**src/rtl/bus_arbiter_pkg.sv**
```systemverilog
// Shared constants and types for the two-master bus arbiter.
package bus_arbiter_pkg;

    typedef enum logic [1:0] {
        IDLE = 2'b00,
        GNT0 = 2'b01,
        GNT1 = 2'b10
    } state_t;

    localparam int MAX_HOLD_DEF = 16;

    // Slave-side payload: {wr, addr[7:0], dout[31:0]}
    localparam int PAYLOAD_W = 41;

endpackage

```
**src/rtl/arb_mux.sv**
```systemverilog
// Slave-side payload select: owner 0, owner 1, or all-zero when nobody owns the bus.
module arb_mux
    import bus_arbiter_pkg::*;
#(
    parameter int W = PAYLOAD_W
) (
    input  logic         sel0,
    input  logic         sel1,
    input  logic [W-1:0] in0,
    input  logic [W-1:0] in1,
    output logic [W-1:0] out
);

    always_comb begin
        out = '0;
        unique case (1'b1)
            sel0:    out = in0;
            sel1:    out = in1;
            default: out = '0;
        endcase
    end

endmodule

```
**src/rtl/bus_arbiter.sv**
```systemverilog
// Two-master bus arbiter: M0 priority from idle, bounded hold under contention.
module bus_arbiter
    import bus_arbiter_pkg::*;
#(
    parameter int MAX_HOLD = MAX_HOLD_DEF
) (
    input  logic        clk,
    input  logic        reset,
    input  logic        M0_req,
    input  logic        M0_wr,
    input  logic [7:0]  M0_addr,
    input  logic [31:0] M0_dout,
    input  logic        M1_req,
    input  logic        M1_wr,
    input  logic [7:0]  M1_addr,
    input  logic [31:0] M1_dout,
    output logic        M0_grant,
    output logic        M1_grant,
    output logic        S_wr,
    output logic [7:0]  S_addr,
    output logic [31:0] S_din
);

    localparam logic [7:0] HOLD_LAST = 8'(MAX_HOLD - 1);

    state_t     state;
    state_t     state_nx;
    logic [7:0] hold_cnt;
    logic [7:0] hold_nx;
    logic       other_req;

    logic [PAYLOAD_W-1:0] s_bus;

    always_ff @(posedge clk) begin
        if (reset) begin
            state    <= IDLE;
            hold_cnt <= '0;
        end else begin
            state    <= state_nx;
            hold_cnt <= hold_nx;
        end
    end

    always_comb begin
        state_nx  = state;
        hold_nx   = '0;
        other_req = 1'b0;
        unique case (state)
            IDLE: begin
                if (M0_req)
                    state_nx = GNT0;
                else if (M1_req)
                    state_nx = GNT1;
            end
            GNT0: begin
                other_req = M1_req;
                if (!M0_req)
                    state_nx = M1_req ? GNT1 : IDLE;
                else if (M1_req && hold_cnt == HOLD_LAST)
                    state_nx = GNT1;
            end
            GNT1: begin
                other_req = M0_req;
                if (!M1_req)
                    state_nx = M0_req ? GNT0 : IDLE;
                else if (M0_req && hold_cnt == HOLD_LAST)
                    state_nx = GNT0;
            end
            default: state_nx = IDLE;
        endcase
        // Count only contested cycles within one tenure
        if (state_nx == state && state != IDLE && other_req)
            hold_nx = hold_cnt + 8'd1;
    end

    assign M0_grant = (state == GNT0);
    assign M1_grant = (state == GNT1);

    arb_mux #(
        .W(PAYLOAD_W)
    ) u_mux (
        .sel0 (M0_grant),
        .sel1 (M1_grant),
        .in0  ({M0_wr, M0_addr, M0_dout}),
        .in1  ({M1_wr, M1_addr, M1_dout}),
        .out  (s_bus)
    );

    assign {S_wr, S_addr, S_din} = s_bus;

endmodule

```
**config.mk**
```make
export PLATFORM = sky130hd
export DESIGN_NAME = bus_arbiter
export DESIGN_NICKNAME = d
export VERILOG_FILES = /design/src/rtl/bus_arbiter_pkg.sv /design/src/rtl/arb_mux.sv /design/src/rtl/bus_arbiter.sv
export SDC_FILE = /design/constraint.sdc
export NUM_CORES = 1
export LEC_CHECK = 0
export CORE_MARGIN = 4
export CORE_UTILIZATION = 28
export DETAILED_ROUTE_END_ITERATION = 8
export PLACE_DENSITY = 0.82
export SLEW_MARGIN = 20
export SYNTH_ARGS = -nofsm -noshare
export SYNTH_HDL_FRONTEND = slang
export SYNTH_HIERARCHICAL = 1
export SYNTH_SLANG_ARGS = --single-unit
```
**constraint.sdc**
```tcl
create_clock -name clk -period 3.05 [get_ports clk]
set_clock_uncertainty 0.15 [all_clocks]
set_input_delay 0.4575 -clock clk [delete_from_list [all_inputs] [get_ports clk]]
set_output_delay 0.4575 -clock clk [all_outputs]
set_load 0.02 [all_outputs]
```
After elaboration in Yosys (flattened, before gate mapping)
Cells that the tools add are included.

Bitwise operators: 1. Multiplexer cells: 11. $lt $le $gt $ge: 0. Shift-type cells: 0. Divide/modulo/power cells: 0. Reduce and logical (&&, ||, !) cells: 7. Eq/ne operators: 4. $add $sub $neg: 1. $mul: 0.

Operators with widths (count): one-hot mux 41 bit (2 select lines) (1); 2-to-1 mux 2 bit (7); adder 8 x 1 -> 8 bit, second input constant (1); == test 8 x 4 -> 1 bit, second input constant (1); one-hot mux 2 bit (3 select lines) (1); logical AND 1 bit (4); == test 2 x 1 -> 1 bit, second input constant (1); == test 2 bit (1); == test 2 bit, second input constant (1); logical NOT 2 bit (1); one-hot mux 1 bit (2 select lines) (1); nonzero test 2 bit (1); OR reduction 2 bit (1); 2-to-1 mux 1 bit (1); inverter 1 bit (1).

Bits in registers: 10. Memory bits (read-only): 0. Word-level logic and storage cells: 26. Output and inout bits: 43. Bits of input ports: 86. Bits in latches: 0. Memories kept: 0. RAM bits: 0.

Depth between registers and ports, before layout
Depth in word-level cells: 10. Mapped depth: 8. Depth with buffers taken out: 8.

Cells and area by module
The synthesis kept the hierarchy.

Modules (own cells, without submodules): bus_arbiter (seq. area each 200.2 µm², instances 1, cells each 73, area an instance 663.1 µm²); arb_mux (seq. area each 0.0 µm², instances 1, cells each 51, area an instance 471.7 µm²).

Worst setup path after synthesis
OpenSTA, ideal clock, no wires.

Kind: register -> register. Start point: reg state[1]. End point: reg hold_cnt[0]. Path buffers: 0. Data arrival time: 2.004 ns. Clock period less this slack: 2.241 ns. Cell stages (with the launch flop): 7. Slack: 0.809 ns. Data required time: 2.813 ns. Library setup time: 0.087 ns. Cells stage by stage: dfxtp_1 inv_1 ha_1 or4_1 nand3_1 mux2_2 nor4b_2.

Elaborated cells on any way between the ends: 17. Classes of those cells: eq/ne: 3; mux: 8; bitwise: 1; reduce/logical: 5.

RTL lines: start: declaration (RTL line bus_arbiter.sv:26) `state_t state;`; start signal: assignment (RTL line bus_arbiter.sv:39) `state <= state_nx;`; == test 2 x 1 -> 1 bit *; net M0_grant (RTL line bus_arbiter.sv:17) `output logic M0_grant,`; one-hot mux 2 bit (3 select lines) (RTL line bus_arbiter.sv:48) `unique case (state)`; == test 2 bit (RTL line bus_arbiter.sv:72) `if (state_nx == state && state != IDLE && other_req)`; logical AND 1 bit (RTL line bus_arbiter.sv:72); logical AND 1 bit * (RTL line bus_arbiter.sv:72); inverter 1 bit (no source line) *; OR reduction 2 bit (no source line) *; end signal: assignment (RTL line bus_arbiter.sv:40) `hold_cnt <= hold_nx;`; end: declaration (RTL line bus_arbiter.sv:28) `logic [7:0] hold_cnt;`.

Mark *: on every way through the listed nets, which the timed path passes. The rest lies on a longest branch. A chain may end at the register's enable or synchronous reset.

Final worst setup path
Start point: reg state[1]. End point: out S_din[4].

Word-level cells in the longest chain between the ends: 2. Elaborated cells on any way between the ends: 3. Classes of those cells: eq/ne: 2; mux: 1.

RTL lines: == test 2 bit or == test 2 x 1 -> 1 bit (tied branches) (RTL line bus_arbiter.sv:77, bus_arbiter.sv:76); one-hot mux 41 bit (2 select lines) * (RTL line arb_mux.sv:16) `unique case (1'b1)`; end: declaration (RTL line bus_arbiter.sv:21) `output logic [31:0] S_din`.

Mark *: on every way between the ends. The rest lies on a longest branch, timed or not.

==> impl_results.md <==
- Fraction of registers with async set/reset: 0%
- Cell total after placement: slightly below 300
- Sequential area share after synthesis: 17.6%
- Clock Latency Late Sink: 0.23 ns
- Drt first pass iters: 4
- Worst slew margin: 81.4%
- Commonest cells in the netlist: 41 x a22o_1, 11 x nand2_1, 10 x buf_6, 10 x dfxtp_1, 8 x nor3_1
- Count leader, synth: a22o_1
- # fillers: between 300 and 400
- Final worst path period share: 85.2%
- Vias: 1475
- Synth top area share: 31.6%
- HPWL Detailed: 4290 µm
- Total power: 0.000690 W
- Post-DR wirelength/cell: 17.8 µm
- Post-synth EDFFs: 0
- DRC: 0
- Synth area leaders: a22o_1 32%, dfxtp_1 18%, buf_6 9.9%, ha_1 5.5%, nand2_1 3.6%
- Grt total ovfl: 0
- Hold_buf cts: 0
- Largest net degree at the start of global routing: 46
- Die ar.: 5140 µm²
- Row count: 22
- Cells after Synth: 124
- CP max FO: 26
- Status: complete, no violations
- First-pass GRT wire length: 7840 µm
- Total wire length: 5290 µm
- Largest delay contributor family on the critical path: buffers and inverters
- Yosys reg bits: 10
- ANT nets after route: 0
- Final worst path period need: 2.60 ns
- Final setup fails: 0
- Initial core utilization: about 30%
- CP required: 2.44 ns
- Total Nets Final: 342
- Clk sinks: 10
- Iteration-0 DRC Markers: 74
- Critical Path Sink Type: primary output
- Netlist cell types: 33
- Longest Clk Path Bufs: 2
- Worst Setup Start Kind: flop
- Final Instance Count excl. Fillers: between 200 and 300
- CTS clk-pin slew, worst paths: 0.04 ns
- Syn Area/Cell: roughly 9 µm²
- Power per cell area: 282 nW/µm²
- Vias in the first global route: 1454
- Vias/cell: just under 5
- Worst EP arrival: 1.99 ns
- Synth Flop Type: dfxtp_1
- Port bufs: 128
- Setup Buffers After CTS: 0
- Diodes inserted: 0
- IO Pins: 129
- Initial antenna violation count: 0
- RSZ-0062 raised after global routing: no
- Area Overhead vs Synth: 116%
- Synthesized area: 1130 µm²
- Reg area: 200 µm²
- Crit path largest cell delay: between 0.5 and 0.6 ns
- Final Hold Viols: 0
- R2R setup slack: 0.56 ns
- VDD IR max: 0.000265 V
- Syn. warnings: 6
- DIE WIDTH: ~70 µm
- Crit-path cells: inv_1 > ha_1 > buf_4 > a22o_1 > clkdlybuf4s50_1
- Number of CTS-inserted buffers: 3
- Max-cap violations: 0
- Die extent in y: 71.7 µm
- Multi-input logic area: 803 µm²
- Max-slew violations: 0
- Worst hold margin: roughly 0.32 ns
- Synth area leader: a22o_1
- Worst-Margin Slew: approximately 0.28 ns
- LEAKAGE: 0.924 nW
- Root buf cell: clkbuf_8
- Setup tns final: 0 ns
- Hold crit path type: reg -> reg
- Critical path class: reg -> out
- Syn_nets: 215
- H-tree depth: 1
- Final Util: around 64%
- Core ar.: around 3800 µm²
- WP buf/inv: 3
- CTS tree: done
- Placer Congestion: 0.782
- Critical path's slowest cell: clkdlybuf4s50_1
- # resized after CTS: 0
- Layout cell share with drive strength beyond 1: 6.83%
- Fmax achieved: a little under 400 MHz
- Total Routing Usage GR: 19.1%
-- layout make-up --
cell class | count | area share [%]
clock buffers | 3 | 1.69
multi-input cells | 99 | 32.8
flip-flops and latches | 10 | 8.18
well taps | 48 | 2.45
repair buffers | 132 | 54.1
inverters | 5 | 0.767
-- registers in the layout, summed over array words and instances, names as in the netlist --
| signal | count |
|---|---|
| hold_cnt | 8 |
| state | 2 |
-- routing by layer --
metal  global-route usage (%)  vias to the layer above  part of all wire [%]
li1                         -                      740                     -
met5                        0                        -                     0
met1                     21.9                      656                    39
met3                     4.49                       11                   8.5
met2                     34.6                       68                    50
met4                     5.85                        0                   1.8
-- cell families after synthesis --
family | after synthesis | synth area share [%]
compound gates | 54 | 41.5
flops | 10 | 17.6
buf+inv | 15 | 11.6
mux | 1 | 0.992
fa+ha+maj | 5 | 5.51
simple gates | 33 | 16.5
xor+xnor | 6 | 6.29
-- power by group --
part           leakage [nW]  total, W  internal, W  switching (W)
sequential           0.0809  0.000137     0.000134     0.00000334
clock                0.0216  0.000129    0.0000857      0.0000436
combinational         0.822  0.000424     0.000242       0.000182
-- cells in the final DEF (no fill, tap or decap), drive strengths merged --
master,count
o21a,1
nor2b,1
buf,4
xor2,2
nand2,11
nor4b,2
ha,5
a311oi,1
nand3,4
o21ai,3
clkdlybuf4s50,128
or4,2
o221ai,1
nor2,1
or3,1
mux2,1
and2,1
o22ai,1
clkbuf,3
xnor2,4
a22o,41
dfxtp,10
nand2b,1
a21oi,3
nor3,9
a22oi,2
a31oi,1
inv,5
-- final timing paths --
check / startpoint / endpoint / depth (start not counted)
setup / recovery: state[1]$_SDFF_PP0_ / S_din[4] / 5
hold / removal: hold_cnt[0]$_SDFF_PP0_ / hold_cnt[0]$_SDFF_PP0_ / 1
setup reg to reg: state[1]$_SDFF_PP0_ / hold_cnt[0]$_SDFF_PP0_ / 7
hold reg to reg: hold_cnt[0]$_SDFF_PP0_ / hold_cnt[0]$_SDFF_PP0_ / 1
-- metrics by stage --
step	area [µm²]	setup WS [ns]
after floorplan	1130	0.809
after global placement	2410	0.400
after detailed placement	2410	0.341
after CTS	2450	0.441
after global routing	2450	0.361
final	2450	0.451
No activity file was read; power rests on OpenSTA's default activity.
